## src/rtl/cycle_sequencer_if.sv

```systemverilog
// Control/status bundle for the cycle sequencer: run controls in, phase strobes and counters out.
interface cycle_sequencer_if #(parameter int RETIRE_W = 16);
  logic                start;
  logic                mem_ready;
  logic                exec_extra;
  logic                halted;
  logic                fetch;
  logic                decode;
  logic                execute;
  logic                instruction_end;
  logic                stopped;
  logic                fault;
  logic [RETIRE_W-1:0] retired;
  logic [2:0]          state;

  modport master (
    output start, mem_ready, exec_extra, halted,
    input  fetch, decode, execute, instruction_end, stopped, fault, retired, state
  );

  modport slave (
    input  start, mem_ready, exec_extra, halted,
    output fetch, decode, execute, instruction_end, stopped, fault, retired, state
  );
endinterface

```

## src/rtl/cycle_sequencer.sv

```systemverilog
// Instruction cycle sequencer: IDLE -> FETCH -> DECODE -> EXECUTE -> WRITEBACK loop with
// fetch timeout, terminal HALT and a saturating retired-instruction counter.
module cycle_sequencer #(
  parameter int RETIRE_W   = 16,
  parameter int WAIT_LIMIT = 8
) (
  input logic             clk,
  input logic             rst_n,
  cycle_sequencer_if.slave bus
);

  typedef enum logic [2:0] {
    ST_IDLE      = 3'd0,
    ST_FETCH     = 3'd1,
    ST_DECODE    = 3'd2,
    ST_EXECUTE   = 3'd3,
    ST_WRITEBACK = 3'd4,
    ST_HALT      = 3'd5
  } state_t;

  localparam int                    WAIT_W     = $clog2(WAIT_LIMIT + 1);
  localparam logic [WAIT_W-1:0]     WAIT_LAST  = WAIT_W'(WAIT_LIMIT - 1);
  localparam logic [RETIRE_W-1:0]   RETIRE_MAX = {RETIRE_W{1'b1}};

  state_t              state_r;
  state_t              state_next_s;
  logic [WAIT_W-1:0]   wait_cnt_r;
  logic [WAIT_W-1:0]   wait_cnt_next_s;
  logic                fault_set_s;
  logic                retire_inc_s;
  logic                fault_r;
  logic [RETIRE_W-1:0] retired_r;
  logic                fetch_r;
  logic                decode_r;
  logic                execute_r;
  logic                instruction_end_r;
  logic                stopped_r;

  // Next-state, wait-counter and event decode; halted outranks every other input.
  always_comb begin
    state_next_s    = state_r;
    wait_cnt_next_s = wait_cnt_r;
    fault_set_s     = 1'b0;
    retire_inc_s    = 1'b0;
    case (state_r)
      ST_IDLE: begin
        if (bus.halted) begin
          state_next_s = ST_HALT;
        end else if (bus.start) begin
          state_next_s    = ST_FETCH;
          wait_cnt_next_s = '0;
        end else begin
          state_next_s = ST_IDLE;
        end
      end
      ST_FETCH: begin
        if (bus.halted) begin
          state_next_s = ST_HALT;
        end else if (bus.mem_ready) begin
          // A word arriving on the limit cycle still counts as a successful fetch.
          state_next_s = ST_DECODE;
        end else if (wait_cnt_r == WAIT_LAST) begin
          state_next_s = ST_HALT;
          fault_set_s  = 1'b1;
        end else begin
          wait_cnt_next_s = wait_cnt_r + WAIT_W'(1);
        end
      end
      ST_DECODE: begin
        if (bus.halted) begin
          state_next_s = ST_HALT;
        end else begin
          state_next_s = ST_EXECUTE;
        end
      end
      ST_EXECUTE: begin
        if (bus.halted) begin
          state_next_s = ST_HALT;
        end else if (bus.exec_extra) begin
          state_next_s = ST_EXECUTE;
        end else begin
          state_next_s = ST_WRITEBACK;
        end
      end
      ST_WRITEBACK: begin
        retire_inc_s = 1'b1;
        if (bus.halted) begin
          state_next_s = ST_HALT;
        end else begin
          state_next_s    = ST_FETCH;
          wait_cnt_next_s = '0;
        end
      end
      ST_HALT: begin
        state_next_s = ST_HALT;
      end
      default: begin
        state_next_s    = ST_IDLE;
        wait_cnt_next_s = '0;
      end
    endcase
  end

  // State, counters and sticky fault.
  always_ff @(posedge clk or negedge rst_n) begin
    if (!rst_n) begin
      state_r    <= ST_IDLE;
      wait_cnt_r <= '0;
      fault_r    <= 1'b0;
      retired_r  <= '0;
    end else begin
      state_r    <= state_next_s;
      wait_cnt_r <= wait_cnt_next_s;
      fault_r    <= fault_r | fault_set_s;
      if (retire_inc_s && (retired_r != RETIRE_MAX)) begin
        retired_r <= retired_r + RETIRE_W'(1);
      end else begin
        retired_r <= retired_r;
      end
    end
  end

  // Phase strobes registered from the next state so they always match state_r.
  always_ff @(posedge clk or negedge rst_n) begin
    if (!rst_n) begin
      fetch_r           <= 1'b0;
      decode_r          <= 1'b0;
      execute_r         <= 1'b0;
      instruction_end_r <= 1'b0;
      stopped_r         <= 1'b0;
    end else begin
      fetch_r           <= (state_next_s == ST_FETCH);
      decode_r          <= (state_next_s == ST_DECODE);
      execute_r         <= (state_next_s == ST_EXECUTE);
      instruction_end_r <= (state_next_s == ST_WRITEBACK);
      stopped_r         <= (state_next_s == ST_HALT);
    end
  end

  assign bus.fetch           = fetch_r;
  assign bus.decode          = decode_r;
  assign bus.execute         = execute_r;
  assign bus.instruction_end = instruction_end_r;
  assign bus.stopped         = stopped_r;
  assign bus.fault           = fault_r;
  assign bus.retired         = retired_r;
  assign bus.state           = state_r;

endmodule

```

## src/flat_wrapper.sv

```systemverilog
// flat-port wrapper written by rule: the top's interface ports become plain ports
module cycle_sequencer_flat 
#(
  parameter int RETIRE_W   = 16,
  parameter int WAIT_LIMIT = 8
)
  (clk, rst_n, bus_start, bus_mem_ready, bus_exec_extra, bus_halted, bus_fetch, bus_decode, bus_execute, bus_instruction_end, bus_stopped, bus_fault, bus_retired, bus_state);
  cycle_sequencer_if #(.RETIRE_W(RETIRE_W)) bus_i ();
  input logic clk;
  input logic rst_n;
  input wire logic [$bits(bus_i.start)-1:0] bus_start;
  input wire logic [$bits(bus_i.mem_ready)-1:0] bus_mem_ready;
  input wire logic [$bits(bus_i.exec_extra)-1:0] bus_exec_extra;
  input wire logic [$bits(bus_i.halted)-1:0] bus_halted;
  output wire logic [$bits(bus_i.fetch)-1:0] bus_fetch;
  output wire logic [$bits(bus_i.decode)-1:0] bus_decode;
  output wire logic [$bits(bus_i.execute)-1:0] bus_execute;
  output wire logic [$bits(bus_i.instruction_end)-1:0] bus_instruction_end;
  output wire logic [$bits(bus_i.stopped)-1:0] bus_stopped;
  output wire logic [$bits(bus_i.fault)-1:0] bus_fault;
  output wire logic [$bits(bus_i.retired)-1:0] bus_retired;
  output wire logic [$bits(bus_i.state)-1:0] bus_state;
  assign bus_i.start = bus_start;
  assign bus_i.mem_ready = bus_mem_ready;
  assign bus_i.exec_extra = bus_exec_extra;
  assign bus_i.halted = bus_halted;
  assign bus_fetch = bus_i.fetch;
  assign bus_decode = bus_i.decode;
  assign bus_execute = bus_i.execute;
  assign bus_instruction_end = bus_i.instruction_end;
  assign bus_stopped = bus_i.stopped;
  assign bus_fault = bus_i.fault;
  assign bus_retired = bus_i.retired;
  assign bus_state = bus_i.state;
  cycle_sequencer #(.RETIRE_W(RETIRE_W), .WAIT_LIMIT(WAIT_LIMIT)) u_core (.clk(clk), .rst_n(rst_n), .bus(bus_i));
endmodule
```

## config.mk

```make
export PLATFORM = sky130hd
export DESIGN_NAME = cycle_sequencer_flat
export DESIGN_NICKNAME = d
export VERILOG_FILES = /design/src/rtl/cycle_sequencer_if.sv /design/src/rtl/cycle_sequencer.sv /design/src/flat_wrapper.sv
export SDC_FILE = /design/constraint.sdc
export NUM_CORES = 1
export LEC_CHECK = 0
export CAP_MARGIN = 20
export CORE_MARGIN = 2
export CORE_UTILIZATION = 52
export CTS_BUF_LIST = sky130_fd_sc_hd__clkbuf_4
export DETAILED_ROUTE_END_ITERATION = 8
export GPL_ROUTABILITY_DRIVEN = 0
export GPL_TIMING_DRIVEN = 1
export MAX_ROUTING_LAYER = met4
export PLACE_DENSITY = 0.89
export SYNTH_ARGS = -nofsm -noshare
export SYNTH_HDL_FRONTEND = slang
export SYNTH_SLANG_ARGS = --single-unit
export TNS_END_PERCENT = 20
```

## constraint.sdc

```tcl
create_clock -name clk -period 2.4 [get_ports clk]
set_clock_uncertainty 0.05 [all_clocks]
set_input_delay 0.48 -clock clk [delete_from_list [all_inputs] [get_ports clk]]
set_output_delay 0.48 -clock clk [all_outputs]
set_load 0.02 [all_outputs]
```

# == Word level (Yosys, flattened, before mapping) ==
# Cells that the tools add are included.
# totals
wordCells,57
regBits,29
# classes
bitwise,2
reduce_logical,4
eq_ne,18
n_mux,22
n_addsub,2
# ops
op,n
3-bit two-way mux,8
4-bit two-way mux,6
3-bit case mux with 6 select lines,1
"16-bit by 1-bit adder with 16-bit output, second input constant",1
"16-bit != test, second input constant",1
4-bit case mux with 4 select lines,1
"3-bit by 2-bit == test with 1-bit output, second input constant",4
"3-bit == test, second input constant",4
"2-bit != test, second input constant",6
7-bit AND reduction,1
"3-bit by 1-bit == test with 1-bit output, second input constant",2
1-bit two-way mux,6
"4-bit by 1-bit adder with 4-bit output, second input constant",1
"4-bit by 3-bit == test with 1-bit output, second input constant",1
3-bit logical NOT,1
3-bit OR reduction,1
1-bit logical AND,1
1-bit NOT,1
1-bit OR,1

# == Depth between registers and ports, before layout ==
# Gate-level depths: netlist of run 1.
# logic_depth
depth_word,6
ltp_mapped,6

# == Least setup slack after synthesis of run 1 ==
# No wires, ideal clock.
# synth_timing
path_type,register to register
from,"register u_core.retired_r[0], in the netlist u_core.bus.retired[0]"
to,"register u_core.retired_r[1], in the netlist u_core.bus.retired[1]"
stages_incl_launch_ff,6
synth_period_minus_slack_ps,1826
arrival_time_ps,1649
setup_time_ps,128
slack_ps,574
path_cell_list,dfrtp_1 -> ha_1 -> and3_1 -> and4b_1 -> nor2_1 -> mux2_1
# synth_between
elab_chain_len,2
# synth_rtl
element,line_no,rtl
"start, declared",cycle_sequencer.sv:32,logic [RETIRE_W-1:0] retired_r;
"start signal, assigned",cycle_sequencer.sv:116,retired_r <= retired_r + RETIRE_W'(1);
"start signal, assigned",cycle_sequencer.sv:118,retired_r <= retired_r;
"parallel branches: the longest is 2 deep, another holds 16-bit by 1-bit adder with 16-bit output",n/a,
# Several ways; the timed one is not identified.
# A chain may end at the register's enable or synchronous reset.

# == Worst setup path in the final report of run 1 ==
# layout_timing
from,"register u_core.state_r[1], in the netlist u_core.bus.state[1]"
to,output port bus_state[1]
# layout_lines
element,line_no,rtl
"start, declared",cycle_sequencer.sv:25,state_t state_r;
"start signal, assigned",cycle_sequencer.sv:112,state_r <= state_next_s;
"end, declared",flat_wrapper.sv:22,output wire logic [$bits(bus_i.state)-1:0] bus_state;
# No word-level cell between the ends.

==> results_dict.tcl, run 1 <==
set metrics [dict create \
    setup_violations 0 \
    nets 173 \
    core_sq_um 2686 \
    final_area_sq_um 1829 \
    clkLatencyLatePin_ps 320 \
    p_per_area_nw_per_um2 713.2 \
    seq_area_frac_synth_pct 50.30 \
    cts_setup_buffers 0 \
    critPathBufInv 1 \
    drc 0 \
    drt_iter0_drc 28 \
    root_buffer "clkbuf_4" \
    grt_pass1_wl_um 5071 \
    path_clk_slew_ps 90 \
    crit_chain "clkdlybuf4s50_1" \
    status "completed" \
    slowest_delay_ps 680 \
    io_pins 31 \
    die_h_um 56.67 \
    tns_ps 0 \
    cts_max_path_buffers 2 \
    drt-total-wl_um 2938 \
    diodes 0 \
    ys_warn_count 0 \
    start_kind "flip-flop" \
    final_layout_size_suffix_gt1_share_pct 12.05 \
    hold_buffers 0 \
    initial_core_util_pct 53.70 \
    cpLargestDelayFamily "buffers and inverters" \
    avgSynthCellArea_sq_um 11.10 \
    fin_crit_ps 2087 \
    top_layer_used "met4" \
    p_leak_nw 0.8277 \
    vdd_drop_max_mv 0.8370 \
    maxSlewViolCount 0 \
    synthCells 130 \
    max_slew_margin_pct 62.92 \
    grt_usage_pct 21.18 \
    syn_area_sq_um 1443 \
    antenna_found_initial 0 \
    netlist-cell-type-count 40 \
    dp_hpwl_um 2101 \
    first_pass_iters 4 \
    worstPathRequired_ps 1870 \
    portBuffers 30 \
    cts_made_buffers 5 \
    ys_ff_latch 29 \
    die_x_um 56.67 \
    cts_tree "yes" \
    wl_met2_um 1547 \
    htreeDepth 2 \
    path_max_fanout 13 \
    cts_resized 0 \
    max_cap_viol_count 0 \
    via_count 1153 \
    cp_slowest_cell "clkdlybuf4s50_1" \
    arrival_ps 1560 \
    die-area_sq_um 3211 \
    grt_pass1_vias 1156 \
    avgViaCountPerCell 5.853 \
    route.detailed.wl_per_inst_um 14.91 \
    m1WireLength_um 1200 \
    cts_sinks 29 \
    placed_area_sq_um 1769 \
    areaGrowthSynthToFinish_pct 26.80 \
    min_path_type "reg2reg" \
    grt_max_degree 30 \
    timing.fmax_mhz 479.1 \
    min_period_over_period_pct 86.97 \
    fill_cells 215 \
    grt_overflow 0 \
    ant_nets 0 \
    wl_met3_um 141 \
    synth_nets 138 \
    row_count 19 \
    finalHoldViolCount 0 \
    critPathKind "reg2out" \
    rsz0062_at_grt "false" \
    worstMarginPinSlew_ps 547.6 \
    cp-end-kind "primary output" \
]
-- cells in the mapped netlist --
cell       n  area, sq um
nand4b_1   1        8.760
buf_6      1        11.26
o311ai_1   1        8.760
and4bb_2   1        12.51
clkbuf_1   1        3.750
nand2_1    5        18.77
mux2_2     2        22.52
buf_4      1        7.510
nor2b_1    2        12.51
nand3_1    9        45.04
a21o_1     1        7.510
o22a_1     1        8.760
and3b_1    1        8.760
nor3_4     2        32.53
nor3_1     4        20.02
inv_1      2        7.510
and4b_1    1        10.01
or3b_1     1        8.760
or2_1      1        6.260
a31oi_1    3        18.77
xor2_1     5        43.79
nor4b_2    2        30.03
and2_1     3        18.77
nor2_1     9        33.78
nor4_2     1        12.51
o21bai_1   1        7.510
xnor2_1   11        96.34
and4_1     2        17.52
a211oi_1   1        7.510
nand4_1    7        43.79
mux2_1     1        11.26
inv_2      1        3.750
clkbuf_2   1        5.000
and3_1     5        31.28
o21ai_0    3        15.01
nand2b_1   2        12.51
ha_1       2        25.02
dfrtp_1   29        725.7
nand3b_1   2        15.01
or2_2      1        6.260
-- area by class of cell --
cell class | count | area, sq um | area share, %
clock buffers | 8 | 60.06 | 3.283
inverters | 3 | 11.26 | 0.6156
repair buffers | 32 | 315.3 | 17.24
flip-flops and latches | 29 | 725.7 | 39.67
well taps | 31 | 38.79 | 2.120
multi-input cells | 94 | 678.2 | 37.07
-- flip-flops by register name, summed over array words and instances, names as in the netlist --
| signal | count |
|---|---|
| u_core.wait_cnt_r | 4 |
| u_core.bus.stopped | 1 |
| u_core.bus.state | 3 |
| u_core.bus.instruction_end | 1 |
| u_core.bus.fault | 1 |
| u_core.bus.fetch | 1 |
| u_core.bus.retired | 16 |
| u_core.bus.decode | 1 |
| u_core.bus.execute | 1 |
-- cell families (layout without fill, tap and decap cells) --
| group | Yosys count | in the layout | share of synthesized area (%) |
|---|---|---|---|
| and+or+nand+nor | 62 | 62 | 28.10 |
| DFF | 29 | 29 | 50.30 |
| xor gates and xnor gates | 16 | 16 | 9.713 |
| AOI/OAI and AO/OA | 11 | 11 | 5.118 |
| buffers and inverters | 7 | 43 | 2.688 |
| muxes | 3 | 3 | 2.342 |
| adders and majority gates | 2 | 2 | 1.734 |
-- final timing paths --
| path | start | end | slack, ps | cells after the start |
|---|---|---|---|---|
| worst max-delay path | u_core.bus.state[1] | bus_state[1] | 310 | 1 |
| worst min-delay path | u_core.bus.fault | u_core.bus.fault | 430 | 1 |
| worst max register to register | u_core.bus.retired[0] | u_core.bus.retired[1] | 490 | 5 |
| worst min register to register | u_core.bus.fault | u_core.bus.fault | 430 | 1 |
| max in group asynchronous | rst_n | u_core.bus.fetch | 1540 | 2 |
| min in group asynchronous | rst_n | u_core.bus.retired[10] | 480 | 2 |
-- where the power goes --
part,internal [W],total [W],switching (W)
logic,0.000173,0.000370,0.000197
clock network,0.000150,0.000307,0.000157
registers,0.000549,0.000627,0.0000785
total,0.000872,0.00130,0.000432
-- metrics by stage --
| step | hold WS, ps | instances | power [W] | util [%] | setup WS, ps |
|---|---|---|---|---|---|
| 6_report | 426.0 | 197 | 0.001305 | 68.10 | 312.7 |
| 2_1_floorplan | 134.4 | 130 | 0.0008396 | - | 573.8 |
| 3_5_place_dp | 408.4 | 189 | 0.001008 | 65.86 | 152.3 |
| 5_1_grt | 468.7 | 197 | 0.001378 | 68.10 | 246.4 |
| 3_3_place_gp | 397.2 | 189 | 0.0009850 | 65.86 | 264.9 |
| 4_1_cts | 432.8 | 197 | 0.001318 | 68.10 | 299.6 |
-- layout by cell type (no fill, tap or decap), types with 4 or more instances in the layout --
| master | synthesis | routed |
|---|---|---|
| and3_1 | 5 | 5 |
| nor2_1 | 9 | 9 |
| dfrtp_1 | 29 | 29 |
| xnor2_1 | 11 | 11 |
| nor3_1 | 4 | 4 |
| clkbuf_4 | 0 | 8 |
| xor2_1 | 5 | 5 |
| nand3_1 | 9 | 9 |
| nand2_1 | 5 | 5 |
| nand4_1 | 7 | 7 |
| clkdlybuf4s50_1 | 0 | 30 |
-- routing by layer --
layer	vias up	GRT usage (%)
li1	542	-
met1	577	22.80
met2	27	35.71
met3	7	6.452
met4	0	9.524
met5	-	-
Note: power is estimated with default switching activity, not from simulation.
==> run 2, diff against run 1 <==
--- a/config.mk
+++ b/config.mk
@@ -6,9 +6,9 @@
 export NUM_CORES = 1
 export LEC_CHECK = 0
 export CAP_MARGIN = 20
-export CORE_MARGIN = 2
+export CORE_MARGIN = 3
 export CORE_UTILIZATION = 52
-export CTS_BUF_LIST = sky130_fd_sc_hd__clkbuf_4
+export CTS_BUF_LIST = sky130_fd_sc_hd__clkbuf_2 sky130_fd_sc_hd__clkbuf_4 sky130_fd_sc_hd__clkbuf_8
 export DETAILED_ROUTE_END_ITERATION = 8
 export GPL_ROUTABILITY_DRIVEN = 0
 export GPL_TIMING_DRIVEN = 1
==> run 2 against run 1 <==
Non-clock buffer count is the same. Global-route usage shrank 2.7 points. Sequential share of layout area grew 0.054 points. Design area shrank 0.14%. Clock-buffer cell count shrank 1. Critical path type unchanged. Critical endpoint unchanged. Highest routed layer unchanged.
==> results_dict.tcl, run 2 (synthesis results as in run 1) <==
set metrics [dict create \
    status "completed" \
    reg2regPathDepth 3 \
    top_layer_used "met4" \
    min_period_over_period_pct 87.02 \
    vdd_drop_max_mv 0.6894 \
    final_layout_size_suffix_gt1_share_pct 11.52 \
    portBuffers 30 \
    slowest_delay_ps 680 \
    max_cap_viol_count 0 \
    drc 0 \
    first_pass_iters 4 \
    arrival_ps 1560 \
    grt_pass1_wl_um 4588 \
    cts_resized 0 \
    layout.cells.most_common "clkdlybuf4s50_1" \
    fin_crit_ps 2089 \
    min_path_type "reg2reg" \
    start_kind "flip-flop" \
    io_pins 31 \
    m1WireLength_um 1203 \
    finalHoldViolCount 0 \
    drt-total-wl_um 2822 \
    areaGrowthSynthToFinish_pct 26.63 \
    initial_core_util_pct 56.19 \
    grt_pass1_vias 1086 \
    tns_ps 0 \
    total_power_w 0.001296 \
    rsz0062_at_grt "false" \
    hold_path_depth 1 \
    min_to "u_core.bus.fault" \
    grt_max_degree 30 \
    critPathBufInv 1 \
    worstMarginPinSlew_ps 498.2 \
    regToRegSetupSlack_ps 520 \
    cts_made_buffers 5 \
    htreeDepth 2 \
    wl_met3_um 152 \
    cts_setup_buffers 0 \
    drt_iter0_drc 24 \
    cp_slowest_cell "clkdlybuf4s50_1" \
    cpLargestDelayFamily "buffers and inverters" \
    row_count 18 \
    hold_buffers 0 \
    route.detailed.wl_per_inst_um 14.47 \
    path_max_fanout 13 \
    setup_violations 0 \
    crit_chain "clkdlybuf4s50_1" \
    p_per_area_nw_per_um2 709.6 \
    die-area_sq_um 3442 \
    hp-start "u_core.bus.fault" \
    avgViaCountPerCell 5.687 \
    cts_sinks 29 \
    die_x_um 58.67 \
    cts_max_path_buffers 2 \
    root_buffer "clkbuf_4" \
    cts_tree "yes" \
    r2r_start "u_core.bus.state[1]" \
    final_area_sq_um 1827 \
    worstPathRequired_ps 1870 \
    path_clk_slew_ps 80 \
    cp-end-kind "primary output" \
    p_leak_nw 0.8257 \
    max_slew_margin_pct 66.26 \
    dp_hpwl_um 2097 \
    maxSlewViolCount 0 \
    clkLatencyLatePin_ps 330 \
    ant_nets 0 \
    grt_usage_pct 18.49 \
    final_cell_mix "clkdlybuf4s50_1 (30), dfrtp_1 (29), xnor2_1 (11)" \
    placed_area_sq_um 1768 \
    timing.fmax_mhz 478.8 \
    nets 173 \
    rr_endpoint "u_core.bus.retired[1]" \
    critPathKind "reg2out" \
    grt_overflow 0 \
    die_h_um 58.67 \
    diodes 0 \
    core_sq_um 2567 \
    via_count 1109 \
    largest_register_ff_count 16 \
    antenna_found_initial 0 \
    wl_met2_um 1402 \
]
run 2: cell types whose count changed in the layout (fill, tap and decap cells not counted), sizes merged:
cell    previous run  this run
clkbuf             8         7
run 2: metal layers:
metal  vias up  GRT usage, %
met5         -             -
met4         0         9.709
met3         8         4.825
met2        25         31.26
met1       541         19.83
li1        535             -
run 2: power breakdown:
part,total [W],switching [W],internal (W)
logic,0.000365,0.000193,0.000173
registers,0.000625,0.0000757,0.000549
clock network,0.000306,0.000157,0.000149
total,0.00130,0.000426,0.000871
run 2: worst max path at each step:
stage                            endpoint  cells past startpoint                   from  slack, ps
finish                       bus_state[1]                      1    u_core.bus.state[1]        310
global route                 bus_state[1]                      1    u_core.bus.state[1]        250
CTS                          bus_state[1]                      1    u_core.bus.state[1]        290
detailed placement   u_core.wait_cnt_r[0]                      5             bus_halted        190
global placement     u_core.wait_cnt_r[1]                      5             bus_halted        260
floorplan           u_core.bus.retired[1]                      5  u_core.bus.retired[0]        570
run 2: per-stage QoR:
stage / util (%) / hold WS (ps) / setup WS (ps) / instances
finish: 71.15 / 414.5 / 311.5 / 195
global route: 71.15 / 439.2 / 248.9 / 195
CTS: 71.15 / 419.2 / 294.6 / 195
detailed placement: 68.86 / 395.3 / 191.5 / 188
global placement: 68.86 / 394.8 / 259.7 / 188
floorplan: - / 134.4 / 573.8 / 130
run 2: layout make-up:
| type | count | area (sq um) |
|---|---|---|
| Multi-Input combinational cell | 94 | 678.2 |
| Clock buffer | 7 | 58.81 |
| Tap cell | 30 | 37.54 |
| Timing Repair Buffer | 32 | 315.3 |
| Fill cell | 201 | 740.7 |
| Inverter | 3 | 11.26 |
| Sequential cell | 29 | 725.7 |
